**src/rtl/piso_serializer.sv**
```systemverilog
// rtl/piso_serializer.sv - parallel-in serial-out shift register with load handshake
// A new word may be taken on the last-bit edge so consecutive frames stream with no gap.
module piso_serializer #(
  parameter int WIDTH      = 4,
  parameter bit MSB_FIRST  = 1'b1,
  parameter bit IDLE_LEVEL = 1'b0
) (
  input  logic             clk,
  input  logic             reset,
  input  logic [WIDTH-1:0] din,
  input  logic             load_valid,
  output logic             load_ready,
  output logic             dout,
  output logic             dout_valid,
  output logic             last
);

  localparam int CW = (WIDTH > 2) ? $clog2(WIDTH) : 1;
  localparam logic [CW-1:0] CNT_LAST = CW'(WIDTH - 1);

  typedef enum logic {IDLE, SHIFT} state_t;

  state_t           state, state_next;
  logic [WIDTH-1:0] shreg, shreg_next, shreg_shifted;
  logic [CW-1:0]    cnt, cnt_next;
  logic             take;

  always_ff @(posedge clk or negedge reset) begin
    if (!reset) begin
      state <= IDLE;
      shreg <= '0;
      cnt   <= '0;
    end else begin
      state <= state_next;
      shreg <= shreg_next;
      cnt   <= cnt_next;
    end
  end

  assign last       = (state == SHIFT) && (cnt == CNT_LAST);
  assign load_ready = reset && ((state == IDLE) || last);
  assign take       = load_valid && load_ready;

  // Move the register toward whichever end feeds dout; the vacated end fills with 0.
  assign shreg_shifted = MSB_FIRST ? {shreg[WIDTH-2:0], 1'b0} : {1'b0, shreg[WIDTH-1:1]};

  always_comb begin
    state_next = state;
    shreg_next = shreg;
    cnt_next   = cnt;
    dout       = IDLE_LEVEL;
    dout_valid = 1'b0;
    case (state)
      IDLE: begin
        if (take) begin
          state_next = SHIFT;
          shreg_next = din;
          cnt_next   = '0;
        end
      end
      SHIFT: begin
        dout_valid = 1'b1;
        dout       = MSB_FIRST ? shreg[WIDTH-1] : shreg[0];
        if (take) begin
          shreg_next = din;
          cnt_next   = '0;
        end else if (last) begin
          state_next = IDLE;
          shreg_next = shreg_shifted;
          cnt_next   = '0;
        end else begin
          shreg_next = shreg_shifted;
          cnt_next   = cnt + 1'b1;
        end
      end
      default: state_next = IDLE;
    endcase
  end

endmodule

```
**config.mk**
```make
export PLATFORM = sky130hd
export DESIGN_NAME = piso_serializer
export DESIGN_NICKNAME = d
export VERILOG_FILES = /design/src/rtl/piso_serializer.sv
export SDC_FILE = /design/constraint.sdc
export NUM_CORES = 1
export LEC_CHECK = 0
export ABC_AREA = 1
export ABC_CLOCK_PERIOD_IN_PS = 2000
export CAP_MARGIN = 30
export CORE_AREA = 5 5 43 45
export DETAILED_ROUTE_END_ITERATION = 10
export DIE_AREA = 0 0 48 50
export PLACE_DENSITY = 0.56
export SLEW_MARGIN = 25
export SYNTH_ARGS = -nofsm -noshare
export SYNTH_HDL_FRONTEND = slang
export SYNTH_SLANG_ARGS = --single-unit
```
**constraint.sdc**
```tcl
create_clock -name clk -period 2 [get_ports clk]
set_input_delay 0.6 -clock clk [delete_from_list [all_inputs] [get_ports clk]]
set_output_delay 0.6 -clock clk [all_outputs]
set_load 0.01 [all_outputs]
```
==> impl_metrics.tcl, run 1 <==
set metrics [dict create \
    area_growth_pct 39.4 \
    finalHoldViolCount 0 \
    dp.cells 78 \
    first_iter_violations 7 \
    routed_wl_microns 803 \
    hp-class "in -> async" \
    required_ps 1400 \
    p_total_mw 0.756 \
    cts_tree "done" \
    antenna_found_initial 0 \
    drive_above_1_share_pct 16.4 \
    root_buffer "clkbuf_4" \
    io_buffers 10 \
    hold_buffers 0 \
    viasPerCell 4.43 \
    arrival_ps 1280 \
    die_h_microns 50 \
    ys_seq_elements 7 \
    vias 368 \
    grt_setup_unrepaired "false" \
    setup_tns_ps 0 \
    place_hpwl_microns 620 \
    critical_path_class "reg -> out" \
    clk_pin_slew_ps 50 \
    fin_area_sq_um 562 \
    min_period_over_period_pct 94.2 \
    final_max_slew_viol_count 0 \
    cellPowerDensity_nw_per_um2 1350 \
    cp-end-kind "output pin" \
    drcViolationCount 0 \
    whs_ps 427 \
    period_needed_ps 1880 \
    cts.sinks 7 \
    start_kind "flip-flop" \
    grt_util_all_layers_pct 8.73 \
    yosysSeqAreaShare_pct 43.5 \
    layout_commonest_cell "nand2_1" \
    final_nets 76 \
    ir_worst_vdd_v 0.000505 \
    crit_path_max_fanout 5 \
    cts_max_level 1 \
    worst_slew_pin_slew_ps 254 \
    power_leakage_nw 0.316 \
    initial_utilization_pct 28.0 \
    synth.cell_area_sq_um 403 \
    rows 14 \
    synth_nets 59 \
    insertion_delay_ps 250 \
    detail_route.first_pass.iterations 4 \
    layoutNonFillerInstCount 83 \
    drt-wirelength-per-cell_microns 9.67 \
    clk_path_buf_depth 2 \
    grt_max_degree 12 \
    io_pins 11 \
    final_cell_mix "21 x nand2_1, 8 x inv_1, 7 x clkdlybuf4s50_1, 6 x nand3_1, 6 x dfrtp_1" \
    placed_area_sq_um 527 \
    status "finished clean" \
    diodes 0 \
    postSynthAreaPerCell_sq_um 7.90 \
    gp_congestion 0.656 \
    overflow 0 \
    setup_viol 0 \
    relSlewSlack_pct 83.0 \
    synth_cells 51 \
    grt_pass1_wl_microns 1450 \
    die_area_sq_um 2400 \
    finClkSkew_ps 7.42 \
    max_clock_freq_mhz 531 \
    grt_pass1_vias 320 \
    r2r_slack_ps 740 \
    synth_cell_types 11 \
    die_x_microns 48 \
    final_antenna_net_count 0 \
    yosysWarnings 0 \
    cts_inserted_buffers 3 \
    maxCapViolCount 0 \
    coreArea_sq_um 1440 \
]
-- synth_stat cells --
cell      instances  area share [%]
ha_1              1             3.1
a21boi_2          1             2.8
nand2_1          21              20
or2_0             1             1.6
nand3_1           6             7.5
buf_6             1             2.8
nand4_1           3             4.7
nand3_4           1             4.3
nand2_4           1             2.8
inv_1             8             7.5
dfrtp_1           7              43
-- worst paths after layout --
kind | depth (start not counted) | from | endpoint
setup / recovery | 3 | state$_DFF_PN0_ | dout
hold / removal | 2 | reset | shreg[3]$_DFFE_PN0P_
setup reg to reg | 7 | cnt[0]$_DFFE_PN0P_ | shreg[1]$_DFFE_PN0P_
hold reg to reg | 2 | shreg[0]$_DFFE_PN0P_ | shreg[0]$_DFFE_PN0P_
max in group asynchronous | 2 | reset | state$_DFF_PN0_
min in group clk | 2 | shreg[0]$_DFFE_PN0P_ | shreg[0]$_DFFE_PN0P_
-- worst max-delay path: stages (launching register included) --
cell and delay [ps]:
dfrtp_2 410, nand2_1 60, inv_1 50, clkdlybuf4s50_1 520
-- through the flow --
step / setup WS (ps) / util, %
after floorplan: 607 / -
after global placement: -455 / 36.7
after detailed placement: -455 / 36.7
after CTS: 48.7 / 39.0
after global routing: 46.2 / 39.1
final: 115 / 39.1
-- cells by family (layout without fill, tap and decap cells) --
group / Yosys count / count (layout) / synth area share (%)
adder cells (fa/ha/maj): 1 / 1 / 3.11
buffers and inverters: 9 / 25 / 10.2
flip-flops: 7 / 7 / 43.5
AND/OR/NAND/NOR: 33 / 33 / 40.4
AO/OA/AOI/OAI: 1 / 1 / 2.79
-- state kept, by name, indices dropped and copies added, names as in the netlist --
register / flops
cnt: 2
shreg: 4
state: 1
-- area by class of cell --
cell class                      count  area [sq um]
Inverter                            8          30.0
Timing Repair Buffer               13           115
Clock buffer                        4          26.3
Tap cell                           16          20.0
Sequential cell                     7           176
Fill cell                         155           875
Multi-Input combinational cell     35           194
-- repair_timing --
action                                  CTS  global route
gates resized for setup                   7             1
setup buffers                             1             0
endpoints found under the setup margin    2             1
-- metal layers --
layer,track usage (%),routed length (microns)
met2,10.6,411
met1,11.8,344
met3,4.36,47
met5,0,0
met4,5.38,0
-- power breakdown --
group / internal (mW) / leakage (nW) / total [mW] / switching [mW]
clock: 0.0760 / 0.0150 / 0.125 / 0.0494
combinational: 0.174 / 0.215 / 0.377 / 0.202
sequential: 0.208 / 0.0864 / 0.254 / 0.0464
total: 0.458 / 0.316 / 0.756 / 0.298
No activity file was read; power rests on OpenSTA's default activity.
==> run 2: changes to the inputs <==
CORE_AREA = 5 5 42 44   (was 5 5 43 45)
CTS_CLUSTER_DIAMETER = 40   (was default)
DIE_AREA = 0 0 47 49   (was 0 0 48 50)
DONT_BUFFER_PORTS = 1   (was default)
PLACE_DENSITY = 0.48   (was 0.56)
==> run 2 against run 1 <==
Against the previous run:
- first-iteration DRC count fell by 86%
- via count down 14%
- cell count fell by 16%
- global-route usage down 0.79 points
- combinational power fell by 34%
- flip-flop and latch count unchanged
- register-to-register slack improved by 30 ps
- critical path type unchanged
==> impl_metrics.tcl, run 2 (synthesis gave the netlist of run 1 again) <==
set metrics [dict create \
    routed_wl_microns 818 \
    setup_ws_ps 306 \
    grt_pass1_vias 321 \
    die_h_microns 49 \
    critPathSlowestCell "dfrtp_1" \
    hold_buffers 0 \
    top_usage_layer "met2" \
    place_hpwl_microns 596 \
    cts.sinks 7 \
    status "finished clean" \
    io_pins 11 \
    critical-path-max-stage-delay_ps 630 \
    cts_tree "done" \
    crit_path_max_fanout 10 \
    min_period_over_period_pct 84.7 \
    final_max_slew_viol_count 0 \
    cp_cell_sequence "nand2_1 -> inv_1" \
    r2r_slack_ps 770 \
    fin_area_sq_um 438 \
    rows 14 \
    cts_setup_buffers 0 \
    setup_viol 0 \
    dp.cells 66 \
    layout_commonest_cell "nand2_1" \
    drt-wirelength-per-cell_microns 11.7 \
    cp-end-kind "output pin" \
    io_buffers 0 \
    diodes 0 \
    start_kind "flip-flop" \
    largest_reg_flops 4 \
    regMostFlops "shreg" \
    cellPowerDensity_nw_per_um2 1490 \
    drcViolationCount 0 \
    grt_util_met3_pct 2.58 \
    placed_area_sq_um 412 \
    first_iter_violations 1 \
    final_nets 63 \
    drive_above_1_share_pct 11.1 \
    power_leakage_nw 0.253 \
    initial_utilization_pct 28.7 \
    coreArea_sq_um 1400 \
    reg_top3 "shreg x4, cnt x2, state x1" \
    finClkSkew_ps 4.98 \
    dp_slack_ps 546 \
    die_area_sq_um 2300 \
    cts_inserted_buffers 3 \
    relSlewSlack_pct 68.3 \
    final_antenna_net_count 0 \
    grt_use_met2_pct 11.3 \
    ir_worst_vdd_v 0.000504 \
    hp-class "in -> async" \
    worst_slew_pin_slew_ps 475 \
    detail_route.first_pass.iterations 2 \
    cts_max_level 1 \
    period_needed_ps 1690 \
    met1_usage_pct 9.64 \
    area_growth_pct 8.70 \
    die_x_microns 47 \
    grt_max_degree 13 \
    insertion_delay_ps 250 \
    clk_path_buf_depth 2 \
    critPathTopFamily "flip-flops" \
    crit_buf_inv 1 \
    clk_pin_slew_ps 60 \
    postCtsResizedCells 0 \
    grt_pass1_wl_microns 1350 \
    setup_tns_ps 0 \
    post-route-util_pct 31.3 \
    layoutNonFillerInstCount 70 \
    root_buffer "clkbuf_4" \
    overflow 0 \
    max_clock_freq_mhz 590 \
    grt_util_all_layers_pct 7.94 \
    antenna_found_initial 0 \
    maxCapViolCount 0 \
    grt_setup_unrepaired "false" \
    finalHoldViolCount 0 \
    critical_path_class "reg -> out" \
    vias 318 \
    final_cell_mix "21 x nand2_1, 8 x inv_1, 7 x dfrtp_1, 6 x nand3_1" \
    arrival_ps 1090 \
    required_ps 1400 \
    viasPerCell 4.54 \
    gp_congestion 0.671 \
]
[run 2: stage by stage]
step	total power [mW]	hold slack [ps]
5_1_grt	0.720	25.6
6_report	0.653	38.8
4_1_cts	0.670	29.0
3_5_place_dp	0.535	305
3_3_place_gp	0.534	305
2_1_floorplan	0.498	304
[run 2: area by class of cell]
class | instances | area [sq um]
fill | 171 | 963
inverter | 8 | 30.0
multi-input combinational | 35 | 186
clock buffer | 4 | 26.3
tap | 16 | 20.0
sequential | 7 | 175
[run 2: worst paths after layout]
| check | start | cells past startpoint | to |
|---|---|---|---|
| setup reg to reg | cnt[0]$_DFFE_PN0P_ | 7 | shreg[2]$_DFFE_PN0P_ |
| min in group clk | din[0] | 2 | shreg[0]$_DFFE_PN0P_ |
| hold reg to reg | shreg[0]$_DFFE_PN0P_ | 2 | shreg[0]$_DFFE_PN0P_ |
| max in group asynchronous | reset | 0 | state$_DFF_PN0_ |
| setup / recovery | state$_DFF_PN0_ | 2 | last |
| hold / removal | reset | 0 | shreg[1]$_DFFE_PN0P_ |
[run 2: power breakdown]
group | total [mW] | leakage, nW | internal (mW) | switching [mW]
Clock | 0.130 | 0.0150 | 0.0763 | 0.0538
Combinational | 0.248 | 0.151 | 0.0924 | 0.156
Sequential | 0.275 | 0.0874 | 0.205 | 0.0700
Total | 0.653 | 0.253 | 0.374 | 0.280
[run 2: metal layers]
| layer | routed length (microns) | vias up |
|---|---|---|
| li1 | - | 167 |
| met1 | 379 | 140 |
| met2 | 373 | 9 |
| met3 | 49 | 2 |
| met4 | 15 | 0 |
| met5 | 0 | - |
==> run 3: changes to the inputs <==
ABC_CLOCK_PERIOD_IN_PS = 1460   (was 2000)
PLACE_DENSITY = 0.49   (was 0.48)
clock period = 1.46 ns   (was 2 ns; I/O delays follow)
==> run 3 against run 2 <==
Against the previous run:
- the run now ends with setup timing left
- wire length is 4.3% higher
- first-iteration DRC count grew to 3.0 times the previous value
- register-to-register slack worse by 480 ps
- cell count is 2.9% higher
- die area stayed put
- combinational power is 59% higher
- flip-flop and latch count stayed put
- non-clock buffer count is 2 higher
==> impl_metrics.tcl, run 3 (synthesis gave the netlist of run 1 again) <==
set metrics [dict create \
    cts_tree "done" \
    diodes 0 \
    final_antenna_net_count 0 \
    grt_util_all_layers_pct 8.93 \
    io_pins 11 \
    viasPerCell 4.65 \
    reg_top3 "shreg x4, cnt x2, state x1" \
    post-route-util_pct 33.3 \
    final_max_slew_viol_count 0 \
    finalHoldViolCount 0 \
    crit_path_max_fanout 3 \
    grt_max_degree 11 \
    drcViolationCount 0 \
    first_iter_violations 3 \
    overflow 0 \
    setup_ws_ps -12.3 \
    initial_utilization_pct 28.7 \
    routed_wl_microns 853 \
    hp-class "in -> reg" \
    max_clock_freq_mhz 679 \
    detail_route.first_pass.iterations 4 \
    largest_reg_flops 4 \
    coreArea_sq_um 1400 \
    rows 14 \
    vias 335 \
    cellPowerDensity_nw_per_um2 2040 \
    drt-wirelength-per-cell_microns 11.8 \
    period_needed_ps 1470 \
    min_period_over_period_pct 101 \
    insertion_delay_ps 250 \
    fillers 163 \
    die_h_microns 49 \
    grt_pass1_vias 374 \
    antenna_found_initial 0 \
    critical_path_class "reg -> out" \
    final_cell_mix "21 x nand2_1, 6 x inv_1, 6 x nand3_1, 6 x dfrtp_1" \
    finClkSkew_ps 2.44 \
    gp_congestion 0.724 \
    fin_area_sq_um 467 \
    layoutNonFillerInstCount 72 \
    cp-end-kind "output pin" \
    maxCapViolCount 0 \
    die_x_microns 47 \
    whs_ps 336 \
    worst_slew_pin_slew_ps 338 \
    arrival_ps 1030 \
    clk_pin_slew_ps 60 \
    cts_inserted_buffers 3 \
    setup_viol 1 \
    die_area_sq_um 2300 \
    power_leakage_nw 0.262 \
    cts.sinks 7 \
    cts_max_level 1 \
    placed_area_sq_um 419 \
    grt_setup_unrepaired "true" \
    layout_commonest_cell "nand2_1" \
    final_nets 65 \
    cts_setup_buffers 0 \
    root_buffer "clkbuf_4" \
    regMostFlops "shreg" \
    start_kind "flip-flop" \
    required_ps 1020 \
    io_buffers 0 \
    dp.cells 67 \
    drive_above_1_share_pct 19.6 \
    ir_worst_vdd_v 0.000680 \
    area_growth_pct 15.8 \
    violations "setup timing" \
    relSlewSlack_pct 77.4 \
    grt_pass1_wl_microns 1480 \
    status "complete, but fails checks" \
    clk_path_buf_depth 2 \
]
-- run 3: changes by cell type in the layout (fill, tap and decap cells not counted), sizes merged --
cell,delta
dlygate4sd3,+1
buf,+1
-- run 3: what timing repair did --
action | CTS | global route
pin swaps | 1 | 1
hold buffers | 1 | 0
resized for setup | 4 | 1
hold endpoints to repair | 7 | 0
setup endpoints to repair | 4 | 2
-- run 3: metal layers --
layer | vias to the layer above | GRT usage (%) | share of wire, % | wire length (microns)
li1 | 169 | - | - | -
met5 | - | 0 | 0 | 0
met3 | 0 | 4.06 | 6.8 | 58
met1 | 155 | 10.1 | 43 | 371
met2 | 11 | 13.8 | 50 | 423
met4 | 0 | 4.15 | 0 | 0
-- run 3: layout make-up --
class / count / area [sq um] / area share (%)
multi-input cells: 35 / 196 / 42.1
flip-flops and latches: 7 / 176 / 37.8
clock buffers: 4 / 26.3 / 5.63
inverters: 8 / 30.0 / 6.43
repair buffers: 2 / 17.5 / 3.75
well taps: 16 / 20.0 / 4.29
-- run 3: through the flow --
stage / power [mW] / worst slack [ps] / TNS (ps)
after floorplan: 0.682 / 257 / 0
after global placement: 0.748 / 230 / 0
after detailed placement: 0.752 / 216 / 0
after CTS: 0.960 / -35.0 / -35.0
after global routing: 1.05 / -69.7 / -69.7
final: 0.951 / -12.3 / -12.3
-- run 3: final timing paths --
kind	to	cells after the start	slack (ps)	startpoint
setup / recovery	load_ready	3	-10	cnt[0]$_DFFE_PN0P_
hold reg to reg	shreg[0]$_DFFE_PN0P_	2	510	shreg[0]$_DFFE_PN0P_
setup reg to reg	shreg[3]$_DFFE_PN0P_	7	290	cnt[0]$_DFFE_PN0P_
hold / removal	shreg[0]$_DFFE_PN0P_	2	340	din[0]
max in group asynchronous	state$_DFF_PN0_	1	670	reset
min in group asynchronous	shreg[1]$_DFFE_PN0P_	1	520	reset
-- run 3: critical path: stages (launching register included) --
cell and delay (ps):
dfrtp_1 360, ha_2 200, inv_2 60, a21boi_4 160
-- run 3: where the power goes --
group / switching [mW] / internal [mW] / leakage, nW
clock: 0.0751 / 0.105 / 0.0150
sequential: 0.0925 / 0.284 / 0.0864
combinational: 0.237 / 0.158 / 0.160
